### config.mk
export PLATFORM = sky130hd
export DESIGN_NAME = perf_store_monitor
export DESIGN_NICKNAME = d
export VERILOG_FILES = /design/src/rtl/perf_mon_pkg.sv /design/src/rtl/seq_divider.sv /design/src/rtl/perf_store_monitor.sv
export SDC_FILE = /design/constraint.sdc
export NUM_CORES = 1
export LEC_CHECK = 0
export ABC_AREA = 1
export CORE_MARGIN = 1.5
export CORE_UTILIZATION = 36
export CTS_CLUSTER_DIAMETER = 50
export DETAILED_ROUTE_END_ITERATION = 16
export PLACE_DENSITY_LB_ADDON = 0.2
export SLEW_MARGIN = 25
export SYNTH_ARGS = -nofsm -noshare
export SYNTH_HDL_FRONTEND = slang
export SYNTH_SLANG_ARGS = --single-unit
### constraint.sdc
create_clock -name clk -period 8.2 [get_ports clk]
set_input_delay 0.82 -clock clk [delete_from_list [all_inputs] [get_ports clk]]
set_output_delay 0.82 -clock clk [all_outputs]
set_load 0.05 [all_outputs]
### src/rtl/perf_mon_pkg.sv
// perf_mon_pkg
//   Shared types and default parameter values for perf_store_monitor and
//   its sequential divider.
//   state_e : top-level run phase (WARM -> RUN -> DIV -> DONE)
//   cause_e : why a run terminated in a given RUN cycle
package perf_mon_pkg;

  localparam int DEF_XLEN         = 32;
  localparam int DEF_CNT_W        = 32;
  localparam int DEF_N_EVENTS     = 4;
  localparam int DEF_WARMUP       = 2;
  localparam int DEF_PASS_ADDR    = 100;
  localparam int DEF_PASS_DATA    = 25;
  localparam int DEF_SCRATCH_ADDR = 96;
  localparam int DEF_MAX_CYCLES   = 10000;
  localparam int DEF_FRAC_W       = 8;

  typedef enum logic [1:0] {
    WARM,
    RUN,
    DIV,
    DONE
  } state_e;

  typedef enum logic [1:0] {
    NONE,
    PASS,
    FAIL,
    TIMEOUT
  } cause_e;

endpackage

### src/rtl/seq_divider.sv
// seq_divider
//   Restoring unsigned divider, one quotient bit per clock.
//   The start cycle already performs the first iteration, so a division
//   takes N_W edges including the start edge; done pulses for one cycle
//   right after the last iteration. A zero divisor returns an all-ones
//   quotient with done on the cycle after start and no iterations.
// Ports
//   clk, reset : clock, synchronous active-high reset
//   start      : load dividend/divisor (ignored while busy is expected low)
//   dividend   : N_W-bit numerator
//   divisor    : D_W-bit denominator
//   busy       : iterations still pending
//   done       : one-cycle pulse, quotient is final
//   quotient   : N_W-bit truncated quotient
module seq_divider #(
  parameter int N_W = 40,
  parameter int D_W = 32
) (
  input  logic           clk,
  input  logic           reset,
  input  logic           start,
  input  logic [N_W-1:0] dividend,
  input  logic [D_W-1:0] divisor,
  output logic           busy,
  output logic           done,
  output logic [N_W-1:0] quotient
);

  localparam int CNT_BITS = $clog2(N_W + 1);

  logic [D_W-1:0]      rem;
  logic [D_W-1:0]      dsr;
  logic [CNT_BITS-1:0] remaining;

  logic [D_W-1:0] src_rem;
  logic [N_W-1:0] src_q;
  logic [D_W-1:0] src_d;
  logic [D_W:0]   trial;
  logic [D_W:0]   diff;
  logic           q_bit;
  logic [D_W-1:0] rem_step;
  logic [N_W-1:0] q_step;

  // One restoring step. On the start cycle the step works on the fresh
  // operands, otherwise on the held remainder/shift register. The quotient
  // register doubles as the dividend shift register.
  always_comb begin
    // NOTE: every signal assigned in always_comb gets a default first so no
    // path leaves it unassigned, which would infer a latch.
    src_rem  = start ? '0 : rem;
    src_q    = start ? dividend : quotient;
    src_d    = start ? divisor : dsr;
    trial    = {src_rem, src_q[N_W-1]};
    diff     = trial - {1'b0, src_d};
    q_bit    = (trial >= {1'b0, src_d});
    rem_step = q_bit ? diff[D_W-1:0] : trial[D_W-1:0];
    q_step   = {src_q[N_W-2:0], q_bit};
  end

  // NOTE: state registers use non-blocking assignments so every register
  // samples pre-edge values, independent of statement order.
  always_ff @(posedge clk) begin
    if (reset) begin
      rem       <= '0;
      dsr       <= '0;
      remaining <= '0;
      quotient  <= '0;
      busy      <= 1'b0;
      done      <= 1'b0;
    end else begin
      done <= 1'b0;
      if (start) begin
        dsr <= divisor;
        if (divisor == '0) begin
          quotient  <= '1;
          rem       <= '0;
          remaining <= '0;
          busy      <= 1'b0;
          done      <= 1'b1;
        end else begin
          quotient  <= q_step;
          rem       <= rem_step;
          remaining <= CNT_BITS'(N_W - 1);
          busy      <= 1'b1;
        end
      end else if (busy) begin
        quotient  <= q_step;
        rem       <= rem_step;
        remaining <= remaining - 1'b1;
        if (remaining == CNT_BITS'(1)) begin
          busy <= 1'b0;
          done <= 1'b1;
        end
      end
    end
  end

endmodule

### src/rtl/perf_store_monitor.sv
// perf_store_monitor
//   Run-completion checker and performance counters for riscvpipeline.
//   Watches memory-stage stores for the pass pair, illegal stores or a
//   cycle-budget timeout; counts cycles, retired instructions and
//   N_EVENTS pipeline events; afterwards computes fixed-point CPI.
// Ports
//   clk, reset            : clock, synchronous active-high reset
//   MemWriteM, DataAdrM,
//   WriteDataM            : memory-stage store bus
//   RetireW               : one instruction retired this cycle
//   EventIn               : per-cycle event strobes, one per channel
//   done/pass/fail/timeout: sticky run status
//   cycle_count, instr_count, event_count : saturating counters
//   fail_addr, fail_data  : first offending store
//   cpi, cpi_valid        : Q(CNT_W-FRAC_W).FRAC_W cycles per instruction
module perf_store_monitor
  import perf_mon_pkg::*;
#(
  parameter int XLEN         = DEF_XLEN,
  parameter int CNT_W        = DEF_CNT_W,
  parameter int N_EVENTS     = DEF_N_EVENTS,
  parameter int WARMUP       = DEF_WARMUP,
  parameter int PASS_ADDR    = DEF_PASS_ADDR,
  parameter int PASS_DATA    = DEF_PASS_DATA,
  parameter int SCRATCH_ADDR = DEF_SCRATCH_ADDR,
  parameter int MAX_CYCLES   = DEF_MAX_CYCLES,
  parameter int FRAC_W       = DEF_FRAC_W
) (
  input  logic                      clk,
  input  logic                      reset,
  input  logic                      MemWriteM,
  input  logic [XLEN-1:0]           DataAdrM,
  input  logic [XLEN-1:0]           WriteDataM,
  input  logic                      RetireW,
  input  logic [N_EVENTS-1:0]       EventIn,
  output logic                      done,
  output logic                      pass,
  output logic                      fail,
  output logic                      timeout,
  output logic [CNT_W-1:0]          cycle_count,
  output logic [CNT_W-1:0]          instr_count,
  output logic [N_EVENTS*CNT_W-1:0] event_count,
  output logic [XLEN-1:0]           fail_addr,
  output logic [XLEN-1:0]           fail_data,
  output logic [CNT_W-1:0]          cpi,
  output logic                      cpi_valid
);

  localparam int DIV_W  = CNT_W + FRAC_W;
  localparam int WARM_W = (WARMUP > 1) ? $clog2(WARMUP + 1) : 1;

  state_e            state;
  logic [WARM_W-1:0] warm_cnt;

  logic [CNT_W-1:0] cycle_next;
  logic [CNT_W-1:0] instr_next;
  cause_e           cause;
  logic             terminal;
  logic [DIV_W-1:0] div_dividend;
  logic             div_busy;
  logic             div_done;
  logic [DIV_W-1:0] div_quotient;
  logic [CNT_W-1:0] cpi_sat;

  function automatic logic [CNT_W-1:0] sat_inc(input logic [CNT_W-1:0] v);
    return (&v) ? v : v + CNT_W'(1);
  endfunction

  // Terminal decision for the current RUN cycle. A terminal store takes
  // priority over a timeout landing on the same cycle.
  always_comb begin
    cycle_next = sat_inc(cycle_count);
    instr_next = RetireW ? sat_inc(instr_count) : instr_count;
    cause      = NONE;
    if (state == RUN) begin
      if (MemWriteM) begin
        if (DataAdrM == XLEN'(PASS_ADDR) && WriteDataM == XLEN'(PASS_DATA))
          cause = PASS;
        else if (DataAdrM != XLEN'(SCRATCH_ADDR))
          cause = FAIL;
      end
      if (cause == NONE && MAX_CYCLES != 0 &&
          64'(cycle_next) == 64'(MAX_CYCLES))
        cause = TIMEOUT;
    end
    terminal     = (cause != NONE);
    div_dividend = {cycle_next, {FRAC_W{1'b0}}};
    cpi_sat      = (|div_quotient[DIV_W-1:CNT_W]) ? '1
                                                  : div_quotient[CNT_W-1:0];
  end

  // The divider is started from the terminal cycle's final counts so that
  // its first iteration overlaps the edge that raises done.
  seq_divider #(
    .N_W (DIV_W),
    .D_W (CNT_W)
  ) u_div (
    .clk      (clk),
    .reset    (reset),
    .start    (terminal),
    .dividend (div_dividend),
    .divisor  (instr_next),
    .busy     (div_busy),
    .done     (div_done),
    .quotient (div_quotient)
  );

  always_ff @(posedge clk) begin
    if (reset) begin
      state       <= (WARMUP == 0) ? RUN : WARM;
      warm_cnt    <= '0;
      done        <= 1'b0;
      pass        <= 1'b0;
      fail        <= 1'b0;
      timeout     <= 1'b0;
      cycle_count <= '0;
      instr_count <= '0;
      fail_addr   <= '0;
      fail_data   <= '0;
      cpi         <= '0;
      cpi_valid   <= 1'b0;
    end else begin
      case (state)
        WARM: begin
          warm_cnt <= warm_cnt + 1'b1;
          if (warm_cnt == WARM_W'(WARMUP - 1))
            state <= RUN;
        end
        RUN: begin
          cycle_count <= cycle_next;
          instr_count <= instr_next;
          if (terminal) begin
            done    <= 1'b1;
            pass    <= (cause == PASS);
            fail    <= (cause == FAIL);
            timeout <= (cause == TIMEOUT);
            if (cause == FAIL) begin
              fail_addr <= DataAdrM;
              fail_data <= WriteDataM;
            end
            state <= DIV;
          end
        end
        DIV: begin
          if (div_done && !div_busy) begin
            cpi       <= cpi_sat;
            cpi_valid <= 1'b1;
            state     <= DONE;
          end
        end
        DONE:    state <= DONE;
        default: state <= state;
      endcase
    end
  end

  // Event channels only count in RUN, so they freeze with the other
  // counters once the run terminates.
  for (genvar i = 0; i < N_EVENTS; i++) begin : g_evt
    logic [CNT_W-1:0] cnt;
    always_ff @(posedge clk) begin
      if (reset)
        cnt <= '0;
      else if (state == RUN && EventIn[i])
        cnt <= sat_inc(cnt);
    end
    assign event_count[i*CNT_W +: CNT_W] = cnt;
  end

endmodule
==> reports/results.tsv, run 1 <==
metric	value	unit
Post-DRT Antenna Nets	0	
stages on the worst setup path	31	
Setup CP Type	reg -> reg	
Fin. Hold Viols	0	
critical path's top delay family	simple AND/OR/NAND/NOR gates	
TritonCTS clock tree	built	
Hold/Removal Path Class	reg -> reg	
clock root cell	clkbuf_16	
Post-synth top flop	dfxtp_1	
setup violators final	0	
RePlAce Congestion	0.945	
flops & latches, synth	409	
Die X-Extent	249	um
Slowest Stage Delay on Critical Path	540	ps
Initial Util	36.6	%
max-cap violations	0	
DRC violations left	0	
Reg2Reg Launch Point	cycle_count[0]	
Post-synth top cells	736 x nand2_1, 409 x dfxtp_1, 391 x nor2_1, 366 x inv_1, 357 x a21oi_1	
Reg clk slew, reported paths	60	ps
PwrDens	367	nW/um^2
Synth top area share	37.6	%
FF-to-FF End	u_div.rem[21]	
Post-synth EDFFs	0	
final instance area	27900	um^2
Die ar.	62000	um^2
final setup TNS	0	ps
area post-placement	25900	um^2
Tcrit/Tclk final	84.8	%
largest family of logic cells by synthesized area	simple AND/OR/NAND/NOR gates	
async set-reset flop share out of synthesis	0	%
port bufs	364	
YS warnings	0	
vias per cell	5.10	
Overflow after GRT	0	
# H-tree levels	2	
number of global-route vias before repair	20610	
Slew HR	36.6	%
DP HPWL	52200	um
pin count of the biggest net entering global routing	160	
IO Count	365	
die span in y	249	um
Netlist cell types	52	
Final Max Tran Viols	0	
crit start category	flop	
FMAX	144	MHz
mux contribution to synthesized area	0.276	%
Post-Synth XOR/XNOR Area	2.41	%
Post-Syn Area	21800	um^2
Mapped Nets	3395	
Cells after Synth	3281	
fin worst setup slack	1250	ps
outcome	finished clean	
synthesis-to-layout area growth	28.1	%
Max Clock Skew	60.4	ps
layout cell share with drive strength beyond 1	4.70	%
Global Route Usage Sum	22.5	%
critical path capture point type	flop	
worst skew pair latency	660	ps
largest cells by area after synthesis	dfxtp_1 38%, nand2_1 13%, a21oi_1 8.2%	
std cell rows	89	
post_cts resized	0	
Synth Area per Inst	6.64	um^2
Synth area leader	dfxtp_1	
LEAKAGE	10.8	nW
post-synthesis adder-cell area fraction	2.45	%
CP max-delay cell	nand2_8	
maximum VDD drop	0.399	mV
routed via count	22470	
pre-CTS WS	1280	ps
CP Max Fanout	94	
post-synthesis simple-gate area fraction	30.6	%
RSZ-0062 raised after global routing	false	
Post-CTS Setup Bufs	0	
Arrival @ worst endpoint	7410	ps
critical path endpoint	u_div.rem[21]	
fin nets	3700	
Pre-antenna DRT Iters	6	
Max Buffers Root-to-Sink	3	
n_diodes	0	
total wire length	72000	um
most frequent cell after synthesis	nand2_1	
Slew @ Worst Pin	951	ps
post-DR wirelength/cell	16.3	um
Period minus WS final	6950	ps
initial antenna violation count	0	
CTS buffer count	58	
Compound-Gate Fraction of Synth Area	17.5	%
Core Util, Final	46.9	%
WP data required	8660	ps
flop2flop setup slack	1250	ps
worst reg2reg path depth	31	
sequential fraction of the synthesis area	37.6	%
Bufs and invs on worst path	2	
Core Box Area	59500	um^2
initial DRC count	1447	
# fillers	6122	
CTS Hold Buffers Added	0	
Sink Count	409	
crit path launch	cycle_count[0]	
first-pass GRT wire length	114000	um
CP most frequent cell	nand2_1	
-- per-layer routing --
| metal | up-vias | GRT usage (%) | routed length (um) |
|---|---|---|---|
| met5 | - | 0 | 0 |
| met4 | 0 | 6.50 | 1910 |
| met3 | 103 | 4.81 | 4890 |
| met2 | 678 | 36.0 | 32000 |
| met1 | 10252 | 30.4 | 33100 |
| li1 | 11437 | - | - |
-- kinds of logic after synthesis --
kind of cell,Yosys count
AO/OA/AOI/OAI,719
XOR/XNOR,60
adder cells (fa/ha/maj),42
buffers and inverters,505
flip-flops,409
multiplexers,6
AND/OR/NAND/NOR,1540
-- flip-flops by register name, summed over array words and instances, names as in the netlist --
signal,cells
u_div.rem,32
warm_cnt,2
fail_addr,32
u_div.busy,1
g_evt.cnt,128
cpi_valid,1
state,2
fail_data,32
pass,1
instr_count,32
timeout,1
u_div.done,1
u_div.quotient,40
cpi,32
u_div.remaining,6
done,1
fail,1
cycle_count,32
u_div.dsr,32
-- how the worst min path moves through the flow --
stage | from | end | depth (start not counted) | slack, ps
finish | fail | fail | 2 | 460
global route | fail_addr[21] | fail_addr[21] | 2 | 480
CTS | u_div.rem[23] | u_div.rem[23] | 2 | 460
detailed placement | fail_data[27] | fail_data[27] | 2 | 450
global placement | fail_addr[19] | fail_addr[19] | 2 | 450
floorplan | u_div.rem[10] | u_div.rem[10] | 2 | 450
-- layout make-up --
cell class	count	area, um^2	area share (%)
clock buffer	72	1590	5.71
clock inverter	37	407	1.46
multi-input combinational	2367	11600	41.5
tap	773	967	3.46
inverter	374	1410	5.05
timing repair buffer	376	3750	13.4
sequential	409	8190	29.3
-- placed cells by master, fill, tap and decap left out, types with 5 or more instances in the layout --
cell	count
a211oi_1	6
a21o_1	6
a21oi_1	356
a221oi_1	5
a31oi_1	9
and3_1	5
buf_4	10
clkbuf_1	5
clkbuf_16	58
clkbuf_8	10
clkdlybuf4s50_1	363
clkinv_2	9
clkinv_4	5
clkinvlp_4	6
dfxtp_1	409
ha_1	41
inv_1	365
inv_2	6
inv_6	10
mux2i_1	6
nand2_1	736
nand2_2	5
nand2_4	5
nand3_1	180
nand3b_1	5
nand4_1	52
nor2_1	391
nor2_4	17
nor3_1	85
nor3b_1	13
nor4_1	29
o211ai_1	12
o21a_1	21
o21ai_0	261
o21ai_1	8
o22ai_1	25
xnor2_1	19
xor2_1	41
-- worst min-delay path, stage by stage (launching register included) --
cell and delay [ps]:
dfxtp_1 310, nand2_1 60, a21oi_1 50
-- stage by stage --
| stage | total power, W | hold slack [ps] | instances |
|---|---|---|---|
| after floorplan | 0.00630 | 445 | 3281 |
| after global placement | 0.00767 | 451 | 4299 |
| after detailed placement | 0.00766 | 454 | 4299 |
| after CTS | 0.0103 | 463 | 4408 |
| after global routing | 0.0110 | 475 | 4408 |
| final | 0.0103 | 461 | 4408 |
-- report_power, final --
| part | internal [W] | switching [W] | total, W |
|---|---|---|---|
| registers | 0.00231 | 0.000322 | 0.00263 |
| clock network | 0.00148 | 0.00106 | 0.00255 |
| logic | 0.00163 | 0.00344 | 0.00507 |
(Power assumes the default switching activity.)
==> run 2, diff against run 1 <==
==> constraint.sdc (replaced) <==
create_clock -name clk -period 7.25 [get_ports clk]
set_input_delay 0.725 -clock clk [delete_from_list [all_inputs] [get_ports clk]]
set_output_delay 0.725 -clock clk [all_outputs]
set_load 0.05 [all_outputs]
==> run 2 against run 1 <==
  * Global-route usage is 0.26 points lower
  * Largest cell class unchanged
  * Sequential cell count stayed put
  * Register-to-register slack worse by 550 ps
  * Critical path type unchanged
  * Sequential power is 13% higher
==> reports/results.tsv, run 2 (synthesis gave the netlist of run 1 again) <==
metric	value	unit
outcome	finished clean	
vias per cell	5.08	
clock root cell	clkbuf_16	
Initial Util	36.6	%
max reg flops	128	
Max Buffers Root-to-Sink	3	
first-pass GRT wire length	113000	um
initial antenna violation count	0	
CTS buffer count	58	
fin nets	3704	
Final Max Tran Viols	0	
most common cell after layout, fill and taps aside	nand2_1	
total wire length	71700	um
setup violators final	0	
port bufs	364	
Global Route Usage Sum	22.3	%
PwrDens	416	nW/um^2
Fin. Hold Viols	0	
synthesis-to-layout area growth	28.3	%
Setup CP Type	reg -> reg	
Period minus WS final	6550	ps
pin count of the biggest net entering global routing	120	
post-placement cell count	4303	
RePlAce Congestion	0.943	
Overflow after GRT	0	
Post-CTS Setup Bufs	0	
IO Count	365	
routed via count	22402	
LEAKAGE	10.8	nW
DRC violations left	0	
CP max-delay cell	dfxtp_1	
area post-placement	25900	um^2
Max Clock Skew	30.1	ps
top flop regs	g_evt.cnt: 128 flops, u_div.quotient: 40 flops	
Pre-antenna DRT Iters	6	
post_cts resized	0	
# H-tree levels	2	
FMAX	153	MHz
Post-DRT Antenna Nets	0	
Die X-Extent	249	um
TritonCTS clock tree	built	
n_diodes	0	
most frequent cells in the layout	736 x nand2_1, 409 x dfxtp_1, 391 x nor2_1, 365 x inv_1, 363 x clkdlybuf4s50_1	
post-DR wirelength/cell	16.3	um
die span in y	249	um
maximum VDD drop	0.598	mV
Final Hold Slack	462	ps
number of global-route vias before repair	20460	
initial DRC count	1473	
final setup TNS	0	ps
Slew @ Worst Pin	913	ps
critical path capture point type	flop	
CP Max Fanout	43	
final std cells w/o fill	4412	
Hold/Removal Path Class	reg -> reg	
crit start category	flop	
RSZ-0062 raised after global routing	false	
Bufs and invs on worst path	4	
pre-CTS WS	761	ps
Core Box Area	59500	um^2
worst skew pair latency	630	ps
Slowest Stage Delay on Critical Path	480	ps
fin worst setup slack	700	ps
std cell rows	89	
Arrival @ worst endpoint	7010	ps
largest reg by FF count	g_evt.cnt	
Die ar.	62000	um^2
Slew HR	39.1	%
DP HPWL	52600	um
layout cell share with drive strength beyond 1	4.56	%
Sink Count	409	
Reg clk slew, reported paths	50	ps
max-cap violations	0	
final instance area	28000	um^2
critical path's top delay family	simple AND/OR/NAND/NOR gates	
Tcrit/Tclk final	90.3	%
CTS Hold Buffers Added	0	
WP data required	7710	ps
-- run 2: cell count changes in the layout (fill, tap and decap cells not counted), sizes merged --
cell / before / now
clkinv: 17 / 9
clkinvlp: 6 / 8
inv: 386 / 383
buf: 12 / 16
clkbuf: 73 / 79
bufinv: 2 / 5
-- run 2: cell type report --
class,instances,area [um^2]
fillers,6128,31500
multi-input cells,2367,11600
flip-flops and latches,409,8190
repair buffers,380,3770
clock buffers,78,1590
inverters,374,1410
well taps,773,967
clock inverters,31,434
-- run 2: per-layer routing --
metal | global-route usage (%) | vias up | part of all wire, %
met5 | 0 | - | 0
met3 | 4.15 | 97 | 6.6
met1 | 30.4 | 10182 | 46
met2 | 35.6 | 681 | 45
li1 | - | 11442 | -
met4 | 6.50 | 0 | 2.5
-- run 2: path summary, 6_finish.rpt --
| path | startpoint | endpoint | slack (ps) | cells past startpoint |
|---|---|---|---|---|
| setup reg to reg | cycle_count[0] | u_div.rem[9] | 700 | 31 |
| setup / recovery | cycle_count[0] | u_div.rem[9] | 700 | 31 |
| hold reg to reg | fail_addr[10] | fail_addr[10] | 460 | 2 |
| hold / removal | fail_addr[10] | fail_addr[10] | 460 | 2 |
-- run 2: stage by stage --
stage / total power [W] / util, %
finish: 0.0116 / 47.0
global route: 0.0124 / 47.0
CTS: 0.0116 / 47.0
detailed placement: 0.00867 / 43.6
global placement: 0.00870 / 43.6
floorplan: 0.00713 / -
-- run 2: where the power goes --
part | leakage, nW | switching (W) | internal (W) | total (W)
Combinational | 6.58 | 0.00387 | 0.00185 | 0.00572
Clock | 0.952 | 0.00116 | 0.00175 | 0.00291
Sequential | 3.32 | 0.000368 | 0.00261 | 0.00298
-- run 2: worst min-delay path, stage by stage (launching register included) --
cell and delay, ps:
dfxtp_1 300, nand2_1 60, a21oi_1 50
==> run 3, diff against run 2 <==
--- a/config.mk
+++ b/config.mk
@@ -5,7 +5,6 @@
 export SDC_FILE = /design/constraint.sdc
 export NUM_CORES = 1
 export LEC_CHECK = 0
-export ABC_AREA = 1
 export CORE_MARGIN = 1.5
 export CORE_UTILIZATION = 36
 export CTS_CLUSTER_DIAMETER = 50
==> run 3 against run 2 <==
  * Largest cell class unchanged
  * Final cell count down 17%
  * Utilization up 0.87 points
  * Critical path depth down 8
  * Clock-buffer cell count down 8
  * Clock skew down 12 ps
==> reports/results.tsv, run 3 <==
metric	value	unit
crit start category	flop	
RePlAce Congestion	0.887	
Sink Count	409	
flop2flop setup slack	490	ps
Post-synth EDFFs	0	
FF-to-FF End	u_div.rem[30]	
TritonCTS clock tree	built	
fin worst setup slack	491	ps
P_sw	0.00279	W
largest reg by FF count	g_evt.cnt	
YS warnings	0	
RSZ-0062 raised after global routing	false	
# H-tree levels	2	
P_int	0.00521	W
Post-synth top cells	409 x dfxtp_1, 373 x nor2_1, 284 x nand2_1, 173 x a21oi_1, 138 x xor2_1	
Comb power frac	32.4	%
Reg clk slew, reported paths	60	ps
HP Start	fail_addr[16]	
critical path capture point type	flop	
Pre-antenna DRT Iters	5	
initial DRC count	1089	
outcome	finished clean	
PwrDens	297	nW/um^2
n_diodes	0	
area post-placement	24900	um^2
Overflow after GRT	0	
Arrival @ worst endpoint	7260	ps
Post-DRT Antenna Nets	0	
setup violators final	0	
Initial Util	36.4	%
maximum VDD drop	0.189	mV
Slew @ Worst Pin	972	ps
largest cells by area after synthesis	dfxtp_1 40%, nor2_1 6.8%, xor2_1 5.9%	
Fin. Hold Viols	0	
vias per cell	5.22	
total wire length	62900	um
Max Buffers Root-to-Sink	3	
most frequent cells in the layout	408 x dfxtp_1, 372 x nor2_1, 363 x clkdlybuf4s50_1, 283 x nand2_1, 173 x a21oi_1	
clock root cell	clkbuf_16	
Slew HR	35.2	%
Die X-Extent	242	um
Hold/Removal Path Class	reg -> reg	
max-cap violations	0	
DP HPWL	44700	um
# fillers	5542	
top flop regs	g_evt.cnt: 128 flops, u_div.quotient: 40 flops	
port bufs	364	
CP Max Fanout	36	
CTS buffer count	57	
initial antenna violation count	0	
FMAX	148	MHz
DRC violations left	0	
Final Max Tran Viols	0	
Hold Crit Depth	2	
std cell rows	87	
most common cell after layout, fill and taps aside	dfxtp_1	
WP data required	7750	ps
layout cell share with drive strength beyond 1	7.29	%
Core Box Area	56300	um^2
die span in y	242	um
most frequent cell after synthesis	dfxtp_1	
final std cells w/o fill	3663	
async set-reset flop share out of synthesis	0	%
Reg2Reg Launch Point	cycle_count[0]	
Die ar.	58300	um^2
max reg flops	128	
pin count of the biggest net entering global routing	113	
worst reg2reg path depth	23	
post-placement cell count	3556	
number of global-route vias before repair	18492	
Core Util, Final	47.9	%
Global Route Usage Sum	21.1	%
synthesis-to-layout area growth	31.6	%
Period minus WS final	6760	ps
LEAKAGE	9.57	nW
Cells after Synth	2529	
Synth top area share	40.0	%
Hold EP	fail_addr[16]	
Clk pwr share	35.6	%
Post-Syn Area	20500	um^2
worst skew pair latency	610	ps
pre-CTS WS	72.0	ps
routed via count	19126	
flops & latches, synth	409	
Synth Area per Inst	8.10	um^2
post-DR wirelength/cell	17.2	um
Mapped Nets	2643	
switching share of power	34.9	%
Max Clock Skew	18.0	ps
Synth area leader	dfxtp_1	
final setup TNS	0	ps
fin nets	2975	
Setup CP Type	reg -> reg	
Netlist cell types	81	
first-pass GRT wire length	102000	um
Tcrit/Tclk final	93.2	%
final instance area	26900	um^2
IO Count	365	
Flop pwr share	32.0	%
sequential fraction of the synthesis area	40.0	%
Post-synth top flop	dfxtp_1	
==> run 3: worst max path at each step <==
stage / from / to / slack, ps
2_1_floorplan: cycle_count[0] / u_div.rem[30] / 740
3_3_place_gp: DataAdrM[11] / u_div.rem[30] / 150
3_5_place_dp: DataAdrM[11] / u_div.rem[30] / 70
4_1_cts: cycle_count[0] / u_div.rem[30] / 330
5_1_grt: cycle_count[5] / u_div.rem[15] / 40
6_report: cycle_count[0] / u_div.rem[30] / 490
==> run 3: power groups by stage <==
stage	Clock, W	Combinational [W]	Sequential [W]
2_1_floorplan	0	0.00162	0.00276
3_3_place_gp	0	0.00258	0.00260
3_5_place_dp	0	0.00258	0.00261
4_1_cts	0.00293	0.00260	0.00256
5_1_grt	0.00303	0.00285	0.00259
6_report	0.00284	0.00259	0.00256
==> run 3: repair_timing <==
action	4_1_cts	5_1_grt
hold endpoints to repair	0	0
setup buffers	0	1
hold buffers	0	0
resized for setup	0	4
endpoints found under the setup margin	0	30
==> run 3: critical path: stages (launching register included) <==
cell and delay, ps:
dfxtp_1 530, ha_2 310, nand4_1 130, nor4_2 350, and3_1 500, nor2_1 130, xnor2_1 250, nor4_1 450
nand4_2 290, o21a_4 400, buf_4 220, and2_1 160, ha_1 320, a21oi_1 190, o21ai_0 100, a21oi_1 210
a21oi_1 120, o221ai_1 290, a21oi_1 140, or4b_2 630, a31o_2 280, xor2_1 140, a221o_1 310, a22o_1 190
==> run 3: cell families (layout without fill, tap and decap cells) <==
| logic type | Yosys count | in the layout | synth area share, % |
|---|---|---|---|
| adders and majority gates | 42 | 42 | 2.60 |
| and+or+nand+nor | 1167 | 1167 | 27.5 |
| muxes | 30 | 30 | 1.47 |
| buffers and inverters | 185 | 563 | 3.77 |
| xor gates and xnor gates | 246 | 246 | 10.5 |
| AOI/OAI and AO/OA | 450 | 450 | 14.2 |
| DFF | 409 | 409 | 40.0 |
==> run 3: area by class of cell <==
class / count / area (um^2) / share of cell area [%]
multi-input combinational: 1935 / 11600 / 43.0
sequential: 409 / 8190 / 30.4
timing repair buffer: 430 / 4160 / 15.5
clock buffer: 70 / 1560 / 5.78
tap: 756 / 946 / 3.51
clock inverter: 35 / 398 / 1.48
inverter: 28 / 105 / 0.390
==> run 3: routing by layer <==
layer | global-route usage, % | part of all wire, %
met1 | 27.4 | 45
met2 | 35.8 | 49
met3 | 3.21 | 3.7
met4 | 6.62 | 2.9
met5 | 0 | 0
==> run 3: through the flow <==
step	power (W)	hold WS, ps
6_report	0.00800	451
5_1_grt	0.00847	471
4_1_cts	0.00809	453
3_5_place_dp	0.00519	445
3_3_place_gp	0.00518	443
2_1_floorplan	0.00438	435
